===== src/rtl/mem_req_demux2_pkg.sv =====
// Shared memory-bus definitions: request FSM state encoding and default
// address-map / error constants used by the data-side request demux.
package mem_req_demux2_pkg;

  typedef enum logic [1:0] {
    ST_IDLE = 2'd0,
    ST_REQ  = 2'd1,
    ST_RESP = 2'd2
  } bus_state_e;

  localparam logic [31:0] MMIO_BASE_DEF = 32'hBFAF_0000;
  localparam logic [31:0] MMIO_SIZE_DEF = 32'h0001_0000;
  localparam logic [31:0] ERR_DATA_DEF  = 32'hDEAD_BEEF;

endpackage


===== src/rtl/mem_req_demux2_addr_decode.sv =====
// Combinational address-to-slave select: 1 when addr falls in the MMIO window.
module mem_req_demux2_addr_decode #(
  parameter int            AW   = 32,
  parameter logic [AW-1:0] BASE = '0,
  parameter logic [AW-1:0] SIZE = '0
) (
  input  logic [AW-1:0] addr,
  output logic          sel
);

  logic          above_base;
  logic [AW-1:0] offset;

  // The base check guards the subtraction, so a wrapped offset never selects.
  assign above_base = (addr >= BASE);
  assign offset     = addr - BASE;
  assign sel        = above_base && (offset < SIZE);

endmodule


===== src/rtl/mem_req_demux2.sv =====
// Steers one CPU data request to data RAM (slave 0) or the MMIO window
// (slave 1) and returns that slave's response; a watchdog ends hung accesses.
//
// state   | meaning
// IDLE    | ready for a CPU request
// REQ     | holding sN_req on the selected slave until it acks
// RESP    | request accepted by slave, waiting for its rvalid
module mem_req_demux2
  import mem_req_demux2_pkg::*;
#(
  parameter int            AW        = 32,
  parameter int            DW        = 32,
  parameter logic [AW-1:0] MMIO_BASE = MMIO_BASE_DEF,
  parameter logic [AW-1:0] MMIO_SIZE = MMIO_SIZE_DEF,
  parameter int            TIMEOUT   = 255,
  parameter logic [DW-1:0] ERR_DATA  = ERR_DATA_DEF
) (
  input  logic            clk,
  input  logic            resetn,
  input  logic            cpu_req,
  input  logic            cpu_we,
  input  logic [AW-1:0]   cpu_addr,
  input  logic [DW-1:0]   cpu_wdata,
  input  logic [DW/8-1:0] cpu_be,
  output logic            cpu_ready,
  output logic            cpu_rvalid,
  output logic [DW-1:0]   cpu_rdata,
  output logic            cpu_err,
  output logic            s0_req,
  output logic            s0_we,
  output logic [AW-1:0]   s0_addr,
  output logic [DW-1:0]   s0_wdata,
  output logic [DW/8-1:0] s0_be,
  input  logic            s0_ack,
  input  logic            s0_rvalid,
  input  logic [DW-1:0]   s0_rdata,
  output logic            s1_req,
  output logic            s1_we,
  output logic [AW-1:0]   s1_addr,
  output logic [DW-1:0]   s1_wdata,
  output logic [DW/8-1:0] s1_be,
  input  logic            s1_ack,
  input  logic            s1_rvalid,
  input  logic [DW-1:0]   s1_rdata
);

  localparam int            CW      = $clog2(TIMEOUT + 1);
  localparam logic [CW-1:0] TO_LAST = CW'(TIMEOUT - 1);
  localparam logic [CW-1:0] TO_MAX  = CW'(TIMEOUT);

  bus_state_e      state;
  logic [CW-1:0]   cnt;
  logic            lat_sel;
  logic            lat_we;
  logic [AW-1:0]   lat_addr;
  logic [DW-1:0]   lat_wdata;
  logic [DW/8-1:0] lat_be;

  logic            dec_sel;
  logic            sel_ack;
  logic            sel_rvalid;
  logic [DW-1:0]   sel_rdata;
  logic            rsp_ok;
  logic            to_hit;

  mem_req_demux2_addr_decode #(
    .AW   (AW),
    .BASE (MMIO_BASE),
    .SIZE (MMIO_SIZE)
  ) u_addr_decode (
    .addr (cpu_addr),
    .sel  (dec_sel)
  );

  // Only the latched slave's return path is ever looked at.
  assign sel_ack    = lat_sel ? s1_ack    : s0_ack;
  assign sel_rvalid = lat_sel ? s1_rvalid : s0_rvalid;
  assign sel_rdata  = lat_sel ? s1_rdata  : s0_rdata;

  assign rsp_ok = ((state == ST_REQ) && sel_ack && sel_rvalid) ||
                  ((state == ST_RESP) && sel_rvalid);
  assign to_hit = (state != ST_IDLE) && (cnt == TO_LAST);

  assign s0_we    = lat_we;
  assign s0_addr  = lat_addr;
  assign s0_wdata = lat_wdata;
  assign s0_be    = lat_be;
  assign s1_we    = lat_we;
  assign s1_addr  = lat_addr;
  assign s1_wdata = lat_wdata;
  assign s1_be    = lat_be;

  always_ff @(posedge clk or negedge resetn) begin
    if (!resetn) begin
      state      <= ST_IDLE;
      cnt        <= '0;
      lat_sel    <= 1'b0;
      lat_we     <= 1'b0;
      lat_addr   <= '0;
      lat_wdata  <= '0;
      lat_be     <= '0;
      cpu_ready  <= 1'b1;
      cpu_rvalid <= 1'b0;
      cpu_err    <= 1'b0;
      cpu_rdata  <= '0;
      s0_req     <= 1'b0;
      s1_req     <= 1'b0;
    end else begin
      cpu_rvalid <= 1'b0;
      cpu_err    <= 1'b0;
      if (state == ST_IDLE) begin
        if (cpu_req) begin
          lat_sel   <= dec_sel;
          lat_we    <= cpu_we;
          lat_addr  <= cpu_addr;
          lat_wdata <= cpu_wdata;
          lat_be    <= cpu_be;
          cnt       <= '0;
          cpu_ready <= 1'b0;
          s0_req    <= ~dec_sel;
          s1_req    <= dec_sel;
          state     <= ST_REQ;
        end
      end else if (rsp_ok || to_hit) begin
        // A response in the watchdog's last cycle still completes normally.
        cpu_rvalid <= 1'b1;
        cpu_err    <= ~rsp_ok;
        cpu_rdata  <= rsp_ok ? sel_rdata : ERR_DATA;
        cpu_ready  <= 1'b1;
        s0_req     <= 1'b0;
        s1_req     <= 1'b0;
        state      <= ST_IDLE;
      end else begin
        if (cnt != TO_MAX) cnt <= cnt + 1'b1;
        if ((state == ST_REQ) && sel_ack) begin
          s0_req <= 1'b0;
          s1_req <= 1'b0;
          state  <= ST_RESP;
        end
      end
    end
  end

endmodule

===== config.mk =====
export PLATFORM = sky130hd
export DESIGN_NAME = mem_req_demux2
export DESIGN_NICKNAME = d
export VERILOG_FILES = /design/src/rtl/mem_req_demux2_pkg.sv /design/src/rtl/mem_req_demux2_addr_decode.sv /design/src/rtl/mem_req_demux2.sv
export SDC_FILE = /design/constraint.sdc
export NUM_CORES = 1
export LEC_CHECK = 0
export ABC_AREA = 1
export CAP_MARGIN = 20
export CORE_MARGIN = 2
export CORE_UTILIZATION = 40
export CTS_CLUSTER_DIAMETER = 30
export DETAILED_ROUTE_END_ITERATION = 10
export GPL_ROUTABILITY_DRIVEN = 1
export HOLD_SLACK_MARGIN = 0.02
export MAX_ROUTING_LAYER = met4
export PLACE_DENSITY = 0.92
export SETUP_SLACK_MARGIN = 0.2
export SYNTH_ARGS = -nofsm -noshare
export SYNTH_HDL_FRONTEND = slang
export SYNTH_HIERARCHICAL = 1
export SYNTH_SLANG_ARGS = --single-unit

===== constraint.sdc =====
create_clock -name clk -period 2 [get_ports clk]
set_input_delay 0.2 -clock clk [delete_from_list [all_inputs] [get_ports clk]]
set_output_delay 0.2 -clock clk [all_outputs]
set_load 0.1 [all_outputs]

==> results by group, run 1 <==
Setup path
  – Kind of critical path: reg -> reg
  – Data required time of the worst path: 2320 ps
  – Critical Path AT: 2000 ps
  – Critical path startpoint category: register
  – Endpoint class of the critical path: register
  – Worst setup slack for register-to-register paths: 320 ps
  – CP Max Fanout: 17
  – Cell count of the worst reg-to-reg path: 9

GRT
  – Total routing usage reported by global routing: 22.9%
  – Antenna violations before repair: 0
  – Gr ovfl total: 0
  – Global-route wire length before repair: 27400 um
  – Maximum number of pins on one net before global-route repair: 50
  – Vias in the first global route: 5301

Routing
  – Post-route antenna net violation count: 0
  – Drt total wl: 17500 um
  – Length of the first detailed-routing pass in iterations: 4
  – Total vias in the final route: 5481
  – DRC violations left: 0
  – Number of violations reported at the end of detailed-routing iteration 0: 298
  – Routed wire length per instance: 15.3 um
  – Post-detailed-route via-to-cell ratio: 4.77

Flow run
  – Max Cap Violations: 0

Yosys
  – Net count after synthesis: 845
  – Cell variety after synth: 33
  – XOR/XNOR share of the synthesized area: 0.151%
  – Adder and majority gate portion of the synthesized area: 0.430%
  – Mean Syn Cell Area: 8.27 um2
  – Combinational family with the most area after synthesis: simple AND/OR/NAND/NOR gates
  – Share of synthesized cell area in and, or, nand and nor gates: 27.8%
  – Instance count of the mapped netlist: 703
  – Total of warnings raised by yosys: 6
  – Synth Cell Area: 5820 um2
  – Post-synthesis sequential area ratio: 50.4%
  – Share of the synthesized area in compound gates (AO/OA/AOI/OAI): 7.01%
  – Synth Register Bits: 117
  – Proportion of synthesized area in mux cells: 1.38%

Placed design
  – PortBufs: 314
  – Number of placed cells counting well taps: 1117
  – Placer's final routability congestion estimate: 0.862
  – Post-DP HPWL: 12800 um

Cells and area
  – Util after Layout: 61.3%
  – Register area: 2930 um2
  – Antenna diode count: 0
  – Growth of design area from synthesis to finish: 51.4%
  – Final net count: 1096
  – Multi-input logic area: 2150 um2
  – Number of fillers in the final layout: 1211
  – Final instance count without filler cells: 1149
  – Ratio of cells with drive above 1 in the final layout: 26.7%

STA
  – Max-slew violation total from the final report: 0
  – Final-layout setup total negative slack: 0 ps
  – Upper clock frequency limit: 597 MHz
  – Normalized max-slew margin: 67.6%
  – Period Utilization, post-route: 83.8%
  – Worst Hold Slack: 277 ps
  – Worst Tran Pin Value: 486 ps
  – Endpoints failing setup: 0
  – RSZ-0062 raised after global routing: true
  – Post-route minimum period: 1680 ps
  – Final hold violation count: 0
  – Worst clock skew: 10.6 ps

Floorplanning
  – Chip height: 125 um
  – Effective utilization at floorplan: 40.5%
  – Die X-Extent: 125 um
  – Die ar.: 15500 um2
  – Num rows: 44
  – Core box area: 14400 um2
  – Top-level port count: 315

CTS
  – TritonCTS buffer count: 17
  – # clock sinks: 117
  – Master cell of the clock root buffer: clkbuf_16
  – Clock latency of the later-clocked register in the worst-skew pair: 410 ps
  – Deepest clock path buffer count: 2
  – CTS tree: yes
  – CTS clock-pin slew for the worst setup and hold paths: 50 ps
  – Maximum level of the CTS H-tree: 4
  – Buffers inserted during post-CTS setup optimization: 0

Run status
  – Status: complete, no violations

Min path
  – HP Class: in -> async
## layout by cell type, fill, tap and decap left out, types with 3 or more instances in the layout
master           netlist  routed
nand2_1              293     293
dfrtp_1              116     115
o21ai_0               13      13
buf_4                 71     184
nand3b_1               3       3
nor2_1                40      40
nor2_4                 4       4
nand2_8                3       3
clkdlybuf4s50_1        0     138
nand4_1                4       4
clkbuf_16              0      17
inv_1                 19      19
nand3_1               10      10
o21ai_2                8       8
a21oi_1               52      52
nor2_2                 4       4
inv_2                  4       4
clkbuf_1              13       3
mux2i_1                8       8
nand2_2                7       7
nand3_2                4       4
## worst max-delay path, cell delays in order (launching register included)
cell     delay, ps
dfrtp_1        410
inv_1          100
ha_1           140
inv_1           40
nor2_1         120
nand3_2        170
nand2_8        170
buf_6          200
nor2_1          70
a21oi_1        150
## metal layers
layer / vias up / GRT usage, % / routed length, um
li1: 2636 / - / -
met2: 219 / 37.4 / 8860
met3: 49 / 6.70 / 1200
met4: 0 / 8.99 / 487
met1: 2577 / 26.6 / 6980
met5: - / - / 0
## registers in the layout (all words and copies together) (netlist names)
signal,count
s0_req,1
s0_wdata,32
state,2
s1_req,1
cpu_rvalid,1
cpu_rdata,32
s0_be,4
s0_we,1
cnt,8
s0_addr,32
cpu_err,1
lat_sel,1
cpu_ready,1
## cell usage after synthesis, drive strengths merged
cell type,number,area (um2)
a21oi,52,260
buf,82,601
mux2i,8,80.1
o211ai,1,7.51
clkbuf,13,48.8
and3,1,7.51
dfstp,1,26.3
nand4,4,25.0
nand3,14,90.1
inv,25,101
xor2,1,8.76
nor2,48,220
ha,2,25.0
nand3b,3,22.5
o21ai,22,140
nor3,3,15.0
dfrtp,116,2900
or2,3,18.8
nand2,304,1210
## timing repair
action | in CTS | in global routing
hold endpoints to repair | 23 | 0
endpoints found under the setup margin | 0 | 24
hold buffers | 1 | 0
gates resized for setup | 0 | 3
## stage by stage
step | setup WS, ps | cell area, um2
after floorplan | 460 | 5820
after global placement | 169 | 8210
after detailed placement | 107 | 8210
after CTS | 208 | 8780
after global routing | 189 | 8800
final | 324 | 8800
## cell type report
| type | count | share of cell area [%] |
|---|---|---|
| tap | 184 | 2.61 |
| sequential | 117 | 33.3 |
| clock inverter | 8 | 1.17 |
| timing repair buffer | 326 | 32.1 |
| inverter | 25 | 1.15 |
| clock buffer | 22 | 5.27 |
| multi-input combinational | 467 | 24.4 |
## worst paths after layout
kind	startpoint	endpoint
worst max-delay path	cnt[0]	cpu_rdata[23]
worst min register to register	cpu_ready	cpu_ready
worst min-delay path	resetn	s0_wdata[10]
min in group clk	cpu_wdata[20]	s0_wdata[20]
worst max register to register	cnt[0]	cpu_rdata[23]
max in group asynchronous	resetn	cpu_rdata[26]
## logic make-up (layout without fill, tap and decap cells)
logic type                 count (synthesis)  after routing
and+or+nand+nor                          380            381
muxes                                      8              8
DFF                                      117            117
AOI/OAI and AO/OA                         75             75
adders and majority gates                  2              2
buffers and inverters                    120            381
xor gates and xnor gates                   1              1
Power of run 1 is not shown: default switching activity piles up to over one toggle a cycle in this logic, so the estimate is an artifact.
==> run 2: changes to the inputs <==
==> constraint.sdc (replaced) <==
create_clock -name clk -period 1.6 [get_ports clk]
set_input_delay 0.16 -clock clk [delete_from_list [all_inputs] [get_ports clk]]
set_output_delay 0.16 -clock clk [all_outputs]
set_load 0.1 [all_outputs]
==> results by group, run 2 (synthesis results as in run 1) <==
Cells and area
  – Number of fillers in the final layout: 563 (was 1211)
  – Register area: 3020 um2 (was 2930 um2)
  – Post-route cell area: 12700 um2 (was 8800 um2)
  – Ratio of cells with drive above 1 in the final layout: 51.4% (was 26.7%)
  – Growth of design area from synthesis to finish: 118% (was 51.4%)
  – Most frequent cells in the layout: nand2_1 (206), buf_12 (185), clkdlybuf4s50_1 (135), dfrtp_2 (72), nand2_2 (56) (was nand2_1 (293), buf_4 (184), clkdlybuf4s50_1 (138), dfrtp_1 (115), a21oi_1 (52))
  – Final net count: 1152 (was 1096)
  – Most common cell after layout, fill and taps aside: nand2_1 (unchanged)
  – Multi-input logic area: 2840 um2 (was 2150 um2)
  – Final instance count without filler cells: 1207 (was 1149)
  – Antenna diode count: 0 (unchanged)

GRT
  – Gr ovfl total: 0 (unchanged)
  – Met2 Track Usage GR: 58.0% (was 37.4%)
  – Global-route wire length before repair: 37400 um (was 27400 um)
  – Most utilized layer in the global route result: met2 (unchanged)
  – Vias in the first global route: 6747 (was 5301)
  – Total routing usage reported by global routing: 32.0% (was 22.9%)
  – Global routing usage on met3: 5.54% (was 6.70%)
  – Antenna violations before repair: 0 (unchanged)
  – Maximum number of pins on one net before global-route repair: 72 (was 50)
  – GR met1 Demand/Resource: 34.0% (was 26.6%)

Placed design
  – Worst slack at placement: -264 ps (was 107 ps)
  – PortBufs: 314 (unchanged)
  – Placer's final routability congestion estimate: 0.871 (was 0.862)
  – Number of placed cells counting well taps: 1131 (was 1117)
  – Placed cell area: 10700 um2 (was 8210 um2)
  – Post-DP HPWL: 17000 um (was 12800 um)

Floorplanning
  – Effective utilization at floorplan: 40.5% (unchanged)
  – Die ar.: 15500 um2 (unchanged)
  – Num rows: 44 (unchanged)
  – Die X-Extent: 125 um (unchanged)
  – Chip height: 125 um (unchanged)
  – Core box area: 14400 um2 (unchanged)
  – Top-level port count: 315 (unchanged)

Flow run
  – Max Cap Violations: 0 (unchanged)

Min path
  – HP Class: in -> reg (was in -> async)

STA
  – Worst Tran Pin Value: 403 ps (was 486 ps)
  – Post-route minimum period: 1610 ps (was 1680 ps)
  – Endpoints failing setup: 1 (was 0)
  – Max-slew violation total from the final report: 0 (unchanged)
  – Period Utilization, post-route: 100% (was 83.8%)
  – Final worst slack: -7.43 ps (was 324 ps)
  – Final hold violation count: 0 (unchanged)
  – RSZ-0062 raised after global routing: true (unchanged)
  – Upper clock frequency limit: 622 MHz (was 597 MHz)
  – Worst clock skew: 12.9 ps (was 10.6 ps)
  – Normalized max-slew margin: 73.1% (was 67.6%)

Setup path
  – Endpoint class of the critical path: register (unchanged)
  – Critical path startpoint category: register (unchanged)
  – Kind of critical path: reg -> reg (unchanged)
  – Data required time of the worst path: 1920 ps (was 2320 ps)
  – Critical Path AT: 1930 ps (was 2000 ps)
  – CP Max Fanout: 11 (was 17)

Routing
  – Routed wire length per instance: 24.7 um (was 15.3 um)
  – DRC violations left: 0 (unchanged)
  – Post-route antenna net violation count: 0 (unchanged)
  – Post-detailed-route via-to-cell ratio: 5.61 (was 4.77)
  – Drt total wl: 29800 um (was 17500 um)
  – Number of violations reported at the end of detailed-routing iteration 0: 630 (was 298)
  – Total vias in the final route: 6770 (was 5481)
  – Length of the first detailed-routing pass in iterations: 7 (was 4)

CTS
  – TritonCTS buffer count: 17 (unchanged)
  – Clock latency of the later-clocked register in the worst-skew pair: 420 ps (was 410 ps)
  – Master cell of the clock root buffer: clkbuf_16 (unchanged)
  – Deepest clock path buffer count: 2 (unchanged)
  – CTS clock-pin slew for the worst setup and hold paths: 60 ps (was 50 ps)
  – CTS tree: yes (unchanged)
  – # clock sinks: 117 (unchanged)
  – Maximum level of the CTS H-tree: 4 (unchanged)

Run status
  – Violated checks: setup timing
  – Status: finished with violations (was complete, no violations)
[run 2: final cells by class]
| type | instances | share of cell area (%) |
|---|---|---|
| repair inverters | 1 | 0.0890 |
| flip-flops and latches | 117 | 23.9 |
| clock buffers | 23 | 3.78 |
| multi-input cells | 467 | 22.5 |
| clock inverters | 9 | 0.989 |
| well taps | 184 | 1.82 |
| inverters | 25 | 0.900 |
| repair buffers | 381 | 46.1 |
[run 2: worst max-delay path: stages, from the launching register on]
cell and delay [ps]:
dfrtp_2 420, nor2_4 70, buf_4 130, nor2_2 190
nand3_4 160, nand2_8 150, clkbuf_16 180, nor2_1 40
a21oi_1 180
[run 2: stage by stage]
stage / utilization (%) / setup TNS (ps) / hold slack (ps)
floorplan: - / 0 / -136
global placement: 74.2 / -322 / 170
detailed placement: 74.2 / -3630 / 169
CTS: 80.9 / 0 / 272
global route: 88.0 / -213 / 112
finish: 88.0 / -7.43 / 118
[run 2: what timing repair did]
action,4_1_cts,5_1_grt
gates cloned,5,13
setup endpoints to repair,114,117
hold buffers,1,0
gates resized for setup,24,202
buffers inserted,17,8
pin swaps,8,54
hold endpoints to repair,116,0
[run 2: worst paths after layout]
kind | startpoint | endpoint | slack (ps) | cells after the start
max in group asynchronous | resetn | s0_wdata[24] | 920 | 3
worst max-delay path | state[0] | cpu_rdata[15] | -7 | 8
min in group asynchronous | resetn | cpu_rdata[27] | 270 | 3
worst max register to register | state[0] | cpu_rdata[15] | -7 | 8
worst min-delay path | cpu_addr[16] | s0_addr[16] | 120 | 3
worst min register to register | cnt[6] | cnt[6] | 490 | 2
[run 2: per-layer routing]
layer,vias to the layer above,part of all wire (%)
met5,-,0
met4,0,5.7
met3,143,7.3
met2,507,54
met1,3364,33
li1,2756,-
Power of run 2 is left out for the same reason.
